File: config.mk
export PLATFORM = sky130hd
export DESIGN_NAME = keypad_scan_ctrl
export DESIGN_NICKNAME = d
export VERILOG_FILES = /design/src/rtl/tank_pkg.sv /design/src/rtl/keypad_debounce.sv /design/src/rtl/keypad_scan_ctrl.sv
export SDC_FILE = /design/constraint.sdc
export NUM_CORES = 1
export LEC_CHECK = 0
export ABC_AREA = 1
export CAP_MARGIN = 20
export CORE_MARGIN = 3
export CORE_UTILIZATION = 40
export CTS_BUF_LIST = sky130_fd_sc_hd__clkbuf_8
export DETAILED_ROUTE_END_ITERATION = 10
export GPL_TIMING_DRIVEN = 0
export PLACE_DENSITY = 0.56
export SLEW_MARGIN = 20
export SYNTH_ARGS = -nofsm -noshare
export SYNTH_HDL_FRONTEND = slang
export SYNTH_SLANG_ARGS = --single-unit
File: constraint.sdc
create_clock -name iCLK -period 4.5 [get_ports iCLK]
set_clock_uncertainty 0.2 [all_clocks]
set_input_delay 0.9 -clock iCLK [delete_from_list [all_inputs] [get_ports iCLK]]
set_output_delay 0.9 -clock iCLK [all_outputs]
set_load 0.02 [all_outputs]
File: src/rtl/tank_pkg.sv
// Shared types and helpers for the keypad front end of the tank game:
// key codes, frame classes, debounce states and row-vector helpers.
package tank_pkg;

  typedef enum logic [1:0] {
    CLS_NONE   = 2'd0,
    CLS_SINGLE = 2'd1,
    CLS_MULTI  = 2'd2
  } frame_cls_e;

  typedef enum logic [1:0] {
    ST_IDLE = 2'd0,
    ST_DEB  = 2'd1,
    ST_HELD = 2'd2,
    ST_REL  = 2'd3
  } deb_state_e;

  localparam logic [3:0] KEY_BTN1_DEF = 4'd1;
  localparam logic [3:0] KEY_BTN0_DEF = 4'd3;
  localparam logic [3:0] KEY_FIRE_DEF = 4'd5;

  // Number of set bits, saturated at 2 (only none/one/many matters).
  function automatic logic [1:0] row_count(input logic [3:0] rows);
    logic [2:0] n;
    n = 3'd0;
    for (int i = 0; i < 4; i++) begin
      n = n + {2'b00, rows[i]};
    end
    return (n > 3'd1) ? 2'd2 : n[1:0];
  endfunction

  function automatic logic [1:0] row_index(input logic [3:0] rows);
    logic [1:0] idx;
    idx = 2'd0;
    for (int i = 3; i >= 0; i--) begin
      if (rows[i]) begin
        idx = 2'(i);
      end
    end
    return idx;
  endfunction

endpackage

File: src/rtl/keypad_debounce.sv
// Frame-level debounce: turns one classified frame per scan into accepted
// press / release decisions for a single key code.
module keypad_debounce
  import tank_pkg::*;
#(
  parameter int DEB_FRAMES = 3
) (
  input  logic       clk_i,
  input  logic       rst_i,
  input  logic       frame_done_i,
  input  logic [1:0] cls_i,
  input  logic [3:0] code_i,
  output logic [3:0] code_o,
  output logic       valid_o,
  output logic       held_o,
  output logic [3:0] code_nx_o,
  output logic       held_nx_o
);

  localparam int CW = (DEB_FRAMES > 1) ? $clog2(DEB_FRAMES + 1) : 1;
  localparam logic [CW-1:0] CNT_ONE  = CW'(1);
  localparam logic [CW-1:0] CNT_LAST = CW'(DEB_FRAMES - 1);

  deb_state_e    state_q, state_d;
  logic [CW-1:0] cnt_q, cnt_d;
  logic [3:0]    cand_q, cand_d;
  logic [3:0]    code_q, code_d;
  logic          valid_q, valid_d;
  logic          held_q, held_d;
  logic          accept_s;
  logic          single_s;
  logic          hit_s;

  always_ff @(posedge clk_i) begin
    if (rst_i) begin
      state_q <= ST_IDLE;
      cnt_q   <= '0;
      cand_q  <= 4'd0;
      code_q  <= 4'd0;
      valid_q <= 1'b0;
      held_q  <= 1'b0;
    end else begin
      state_q <= state_d;
      cnt_q   <= cnt_d;
      cand_q  <= cand_d;
      code_q  <= code_d;
      valid_q <= valid_d;
      held_q  <= held_d;
    end
  end

  // Counters only ever step while below the threshold, so they cannot wrap.
  always_comb begin
    state_d  = state_q;
    cnt_d    = cnt_q;
    cand_d   = cand_q;
    accept_s = 1'b0;
    single_s = (cls_i == CLS_SINGLE);
    hit_s    = single_s && (code_i == cand_q);
    if (frame_done_i) begin
      case (state_q)
        ST_IDLE: begin
          if (single_s) begin
            cand_d = code_i;
            cnt_d  = CNT_ONE;
            if (DEB_FRAMES == 1) begin
              state_d  = ST_HELD;
              accept_s = 1'b1;
            end else begin
              state_d = ST_DEB;
            end
          end else begin
            state_d = ST_IDLE;
          end
        end
        ST_DEB: begin
          if (hit_s) begin
            if (cnt_q >= CNT_LAST) begin
              state_d  = ST_HELD;
              accept_s = 1'b1;
            end else begin
              cnt_d = cnt_q + CNT_ONE;
            end
          end else if (single_s) begin
            cand_d = code_i;
            cnt_d  = CNT_ONE;
          end else begin
            state_d = ST_IDLE;
            cnt_d   = '0;
          end
        end
        ST_HELD: begin
          if (hit_s) begin
            state_d = ST_HELD;
          end else if (DEB_FRAMES == 1) begin
            state_d = ST_IDLE;
            cnt_d   = '0;
          end else begin
            state_d = ST_REL;
            cnt_d   = CNT_ONE;
          end
        end
        ST_REL: begin
          if (hit_s) begin
            state_d = ST_HELD;
          end else if (cnt_q >= CNT_LAST) begin
            state_d = ST_IDLE;
            cnt_d   = '0;
          end else begin
            cnt_d = cnt_q + CNT_ONE;
          end
        end
        default: begin
          state_d = ST_IDLE;
          cnt_d   = '0;
        end
      endcase
    end else begin
      state_d = state_q;
    end
  end

  always_comb begin
    held_d  = (state_d == ST_HELD) || (state_d == ST_REL);
    valid_d = accept_s;
    if (accept_s) begin
      code_d = cand_d;
    end else begin
      code_d = code_q;
    end
  end

  assign code_o    = code_q;
  assign valid_o   = valid_q;
  assign held_o    = held_q;
  assign code_nx_o = code_d;
  assign held_nx_o = held_d;

endmodule

File: src/rtl/keypad_scan_ctrl.sv
// 4x4 active-low key matrix scanner: column strobing, row synchronisation,
// frame classification, debounce and mapping onto the tank control inputs.
module keypad_scan_ctrl
  import tank_pkg::*;
#(
  parameter int         SCAN_DIV   = 1000,
  parameter int         DEB_FRAMES = 3,
  parameter logic [3:0] KEY_BTN1   = KEY_BTN1_DEF,
  parameter logic [3:0] KEY_BTN0   = KEY_BTN0_DEF,
  parameter logic [3:0] KEY_FIRE   = KEY_FIRE_DEF
) (
  input  logic       iCLK,
  input  logic       iRST,
  input  logic [3:0] iKEY_ROW,
  output logic [3:0] oKEY_COL,
  output logic [3:0] oKEY_CODE,
  output logic       oKEY_VALID,
  output logic       oKEY_HELD,
  output logic [1:0] oBUTTON,
  output logic       oFIRE_N
);

  localparam int DW = (SCAN_DIV > 1) ? $clog2(SCAN_DIV) : 1;
  localparam logic [DW-1:0] DWELL_LAST = DW'(SCAN_DIV - 1);

  logic [DW-1:0] dwell_q, dwell_d;
  logic [1:0]    col_q, col_d;
  logic [3:0]    col_n_q, col_n_d;
  logic [3:0]    sync1_q, sync2_q;
  logic [1:0]    acc_cnt_q, acc_cnt_d;
  logic [3:0]    acc_code_q, acc_code_d;
  logic [1:0]    button_q, button_d;
  logic          fire_n_q, fire_n_d;

  logic          sample_s;
  logic          frame_done_s;
  logic [3:0]    pressed_s;
  logic [2:0]    sum_s;
  logic [1:0]    tot_cnt_s;
  logic [3:0]    frame_code_s;
  logic [1:0]    cls_s;
  logic [3:0]    code_nx_s;
  logic          held_nx_s;

  always_ff @(posedge iCLK) begin
    if (iRST) begin
      dwell_q    <= '0;
      col_q      <= 2'd0;
      col_n_q    <= 4'b1111;
      sync1_q    <= 4'b1111;
      sync2_q    <= 4'b1111;
      acc_cnt_q  <= 2'd0;
      acc_code_q <= 4'd0;
      button_q   <= 2'b00;
      fire_n_q   <= 1'b1;
    end else begin
      dwell_q    <= dwell_d;
      col_q      <= col_d;
      col_n_q    <= col_n_d;
      sync1_q    <= iKEY_ROW;
      sync2_q    <= sync1_q;
      acc_cnt_q  <= acc_cnt_d;
      acc_code_q <= acc_code_d;
      button_q   <= button_d;
      fire_n_q   <= fire_n_d;
    end
  end

  // Accumulated frame keeps only a saturated bit count and the code of the
  // first pressed bit; a code is only meaningful when the count ends at one.
  always_comb begin
    sample_s     = (dwell_q == DWELL_LAST);
    frame_done_s = sample_s && (col_q == 2'd3);
    dwell_d      = sample_s ? '0 : (dwell_q + DW'(1));
    col_d        = sample_s ? (col_q + 2'd1) : col_q;
    col_n_d      = ~(4'b0001 << col_q);
    pressed_s    = ~sync2_q;
    sum_s        = {1'b0, acc_cnt_q} + {1'b0, row_count(pressed_s)};
    tot_cnt_s    = (sum_s > 3'd1) ? 2'd2 : sum_s[1:0];
    if (acc_cnt_q == 2'd1) begin
      frame_code_s = acc_code_q;
    end else begin
      frame_code_s = {row_index(pressed_s), col_q};
    end
    case (tot_cnt_s)
      2'd0:    cls_s = CLS_NONE;
      2'd1:    cls_s = CLS_SINGLE;
      default: cls_s = CLS_MULTI;
    endcase
    if (frame_done_s) begin
      acc_cnt_d  = 2'd0;
      acc_code_d = 4'd0;
    end else if (sample_s) begin
      acc_cnt_d  = tot_cnt_s;
      acc_code_d = frame_code_s;
    end else begin
      acc_cnt_d  = acc_cnt_q;
      acc_code_d = acc_code_q;
    end
  end

  keypad_debounce #(
    .DEB_FRAMES(DEB_FRAMES)
  ) u_debounce (
    .clk_i       (iCLK),
    .rst_i       (iRST),
    .frame_done_i(frame_done_s),
    .cls_i       (cls_s),
    .code_i      (frame_code_s),
    .code_o      (oKEY_CODE),
    .valid_o     (oKEY_VALID),
    .held_o      (oKEY_HELD),
    .code_nx_o   (code_nx_s),
    .held_nx_o   (held_nx_s)
  );

  // Game mapping uses the debouncer's next values so it moves with oKEY_HELD.
  always_comb begin
    button_d = {held_nx_s && (code_nx_s == KEY_BTN1),
                held_nx_s && (code_nx_s == KEY_BTN0)};
    fire_n_d = ~(held_nx_s && (code_nx_s == KEY_FIRE));
  end

  assign oKEY_COL = col_n_q;
  assign oBUTTON  = button_q;
  assign oFIRE_N  = fire_n_q;

endmodule
==> summary.md <==
| Metric | Value |
|---|---|
| Port Buffer Count | 18 |
| Insertion delay of the later-clocked pin in the worst-skew pair | approximately 0.30 ns |
| Number of diodes | 0 |
| Area growth from synthesis to layout | 15.6% |
| Buffer cell driving the clock tree root | sky130_fd_sc_hd__clkbuf_8 |
| Classification of the worst-slack hold path | register to register |
| Arrival time of the worst setup path | between 4 and 5 ns |
| Worst Setup Start Kind | register |
| Wire length of the first global-routing pass | 8020 µm |
| Setup repair after global routing missed its margin | false |
| Power density over cell area | ~270 nW/µm² |
| Outcome | complete, no violations |
| Bufs on Longest Clock Path | 2 |
| Setup WS post-layout | about 0.46 ns |
| Number of enable flip-flop cells after synthesis | 0 |
| #FFs+latches synth | 47 |
| Half-perimeter wire length after detailed placement | 3510 µm |
| Ratio of routed vias to standard cells | 4.78 |
| Die Footprint | 6830 µm² |
| Clock H-tree levels | 2 |
| Max-slew headroom at the worst pin | 0.653 |
| Residual overflow from global routing | 0 |
| Crit share post-route | 0.898 |
| Vias in the first global route | 1831 |
| Netlist area before placement | 2350 µm² |
| Synthesized area per cell | 7.25 µm² |
| Required time of the worst setup path | between 4 and 5 ns |
| Sequential area share after synthesis | 0.400 |
| Number of clock buffers inserted by TritonCTS | 5 |
| Overall via count from detail_route | 2025 |
| Overall die height | slightly above 80 µm |
| Ports placed on the boundary | 19 |
| Ys Warns | 0 |
| Core Footprint | between 5000 and 6000 µm² |
| Number of design-rule violations left by the first detailed-router iteration | 89 |
| Highest fanout seen on the critical path | 6 |
| Flip-flop cell with the highest count after synthesis | sky130_fd_sc_hd__dfxtp_1 |
| Setup tns final | 0 ns |
| CTS tree | built |
| TritonCTS sink count | 47 |
| Max Cap Violations | 0 |
| Final Net Count | around 370 |
| Fillcell total | 610 |
| Starting density of the core | 0.419 |
| Pin count of the biggest net entering global routing | 14 |
| Iteration count of the initial detailed-routing pass | 5 |
| Min Tclk post-route | 4.04 ns |
| Hold Slack | 0.212 ns |
| Worst IR Drop VDD | roughly 0.00016 V |
| WL/cell | 10.9 µm |
| Count of nets left with antenna violations after detail routing | 0 |
| Final hold viol count | 0 |
| Final wirelength | ~4600 µm |
| CP Class | register to register |
| Post-route DRC | 0 |
| Clock-pin slew reported for the worst setup and hold paths after clock tree synthesis | approximately 0.08 ns |
| Most common cell after layout, fill and taps aside | sky130_fd_sc_hd__nand2_1 |
| Number of max-slew violations in the final report | 0 |
| Final core occ | 0.484 |
| Final estimated routing congestion in global placement | around 0.85 |
| Most frequent cells in the layout | sky130_fd_sc_hd__nand2_1 (83), sky130_fd_sc_hd__dfxtp_1 (47), sky130_fd_sc_hd__inv_1 (42) |
| Sort of element at the end of the critical path | register |
| Worst-Margin Slew | roughly 0.52 ns |
| Fraction of layout instances using a drive strength above 1 | 0.125 |
| GRT Util Overall | 0.155 |
| Cell leakage power | 1.23 nW |
| Async set-reset flop share out of synthesis | 0 |
| Number of cells produced by synthesis | 324 |
| Reg2reg setup slack | 0.46 ns |
| Number of cell rows | 27 |
| Achievable Freq | 248 MHz |
| Post-synth net total | 344 |
| Antenna violations before repair | 0 |
| DP Worst Slack | ~0.41 ns |
| Synth cell types | 34 |
| Total setup violations reported at the end of the flow | 0 |
| Die Wd | 82.6 µm |
==> critical path, cell delays in order, from the launching register on <==
cell,delay [ns]
sky130_fd_sc_hd__dfxtp_1,0.35
sky130_fd_sc_hd__fa_1,0.53
sky130_fd_sc_hd__inv_1,0.04
sky130_fd_sc_hd__ha_1,0.19
sky130_fd_sc_hd__inv_1,0.06
sky130_fd_sc_hd__ha_1,0.23
sky130_fd_sc_hd__nor3_1,0.26
sky130_fd_sc_hd__ha_1,0.20
sky130_fd_sc_hd__inv_1,0.05
sky130_fd_sc_hd__fa_1,0.49
sky130_fd_sc_hd__nand3_1,0.22
sky130_fd_sc_hd__inv_2,0.18
sky130_fd_sc_hd__nand2_1,0.10
sky130_fd_sc_hd__nor2_1,0.19
sky130_fd_sc_hd__inv_1,0.08
sky130_fd_sc_hd__nor2_2,0.16
sky130_fd_sc_hd__nand3_2,0.12
sky130_fd_sc_hd__nand2_2,0.10
sky130_fd_sc_hd__nand3_2,0.07
sky130_fd_sc_hd__nor2_1,0.09
sky130_fd_sc_hd__nand2_1,0.05
==> what timing repair did <==
item	CTS	global route
setup buffers	0	2
hold endpoints to repair	0	0
hold buffers	0	0
endpoints found under the setup margin	0	1
gates resized for setup	0	0
==> per-stage QoR <==
step | power [mW] | std cells | cell area, µm²
after floorplan | 0.474 | 324 | 2350
after global placement | 0.491 | 414 | 2620
after detailed placement | 0.491 | 414 | 2620
after CTS | 0.735 | 422 | 2700
after global routing | 0.761 | 424 | 2720
final | 0.728 | 424 | 2720
==> cells by family after synthesis <==
group | share of synthesized area
and+or+nand+nor | 0.360
buffers and inverters | 0.0799
DFF | 0.400
AOI/OAI and AO/OA | 0.0788
adders and majority gates | 0.0809
==> worst paths after layout <==
path	startpoint	end	cells past startpoint
worst max register to register	sync2_q[0]	oFIRE_N	20
worst min register to register	sync1_q[2]	sync2_q[2]	1
worst max-delay path	sync2_q[0]	oFIRE_N	20
worst min-delay path	sync1_q[2]	sync2_q[2]	1
==> power breakdown <==
part           switching (mW)  internal (mW)  total [mW]
logic                  0.0352         0.0251      0.0603
clock network           0.139          0.105       0.243
registers             0.00301          0.421       0.424
total                   0.177          0.551       0.728
==> synthesized netlist by cell type (2+ instances only) <==
cell type,n,share of area
sky130_fd_sc_hd__fa_1,2,0.017
sky130_fd_sc_hd__nor3b_1,2,0.0064
sky130_fd_sc_hd__o21ai_0,7,0.015
sky130_fd_sc_hd__a21oi_1,18,0.038
sky130_fd_sc_hd__dfxtp_1,47,0.40
sky130_fd_sc_hd__nand2_2,8,0.021
sky130_fd_sc_hd__nand3_1,25,0.053
sky130_fd_sc_hd__nor2_1,32,0.051
sky130_fd_sc_hd__buf_2,2,0.0043
sky130_fd_sc_hd__or2_2,8,0.021
sky130_fd_sc_hd__o211ai_1,2,0.0064
sky130_fd_sc_hd__nand3_2,3,0.013
sky130_fd_sc_hd__inv_2,4,0.0064
sky130_fd_sc_hd__clkbuf_1,2,0.0032
sky130_fd_sc_hd__nand4_1,4,0.011
sky130_fd_sc_hd__nor3_1,4,0.0085
sky130_fd_sc_hd__nand2_1,83,0.13
sky130_fd_sc_hd__nor2_2,5,0.013
sky130_fd_sc_hd__ha_1,12,0.064
sky130_fd_sc_hd__inv_1,40,0.064
==> state kept, by name, indices dropped and copies added, names as in the netlist <==
name,count
dwell_q,10
acc_code_q,4
oKEY_COL,4
sync1_q,4
sync2_q,4
u_debounce.cand_q,4
u_debounce.code_o,4
acc_cnt_q,2
col_q,2
oBUTTON,2
u_debounce.cnt_q,2
u_debounce.state_q,2
oFIRE_N,1
u_debounce.held_o,1
u_debounce.valid_o,1
==> cell type report <==
type / instances / area (µm²) / area share
Multi-Input combinational cell: 228 / 1220 / 0.450
Sequential cell: 47 / 941 / 0.346
Timing Repair Buffer: 20 / 195 / 0.0719
Inverter: 45 / 170 / 0.0626
Tap cell: 72 / 90.1 / 0.0332
Clock buffer: 5 / 68.8 / 0.0253
Buffer: 4 / 17.5 / 0.00645
Clock inverter: 3 / 12.5 / 0.00461
==> layer usage <==
layer,wire [µm],share of wire,track usage,vias up
met5,0,0,0,-
met3,177,0.038,0.0325,7
met4,82,0.018,0.0637,0
li1,-,-,-,1080
met1,2240,0.49,0.200,900
met2,2100,0.46,0.249,38
No activity file was read; power rests on OpenSTA's default activity.
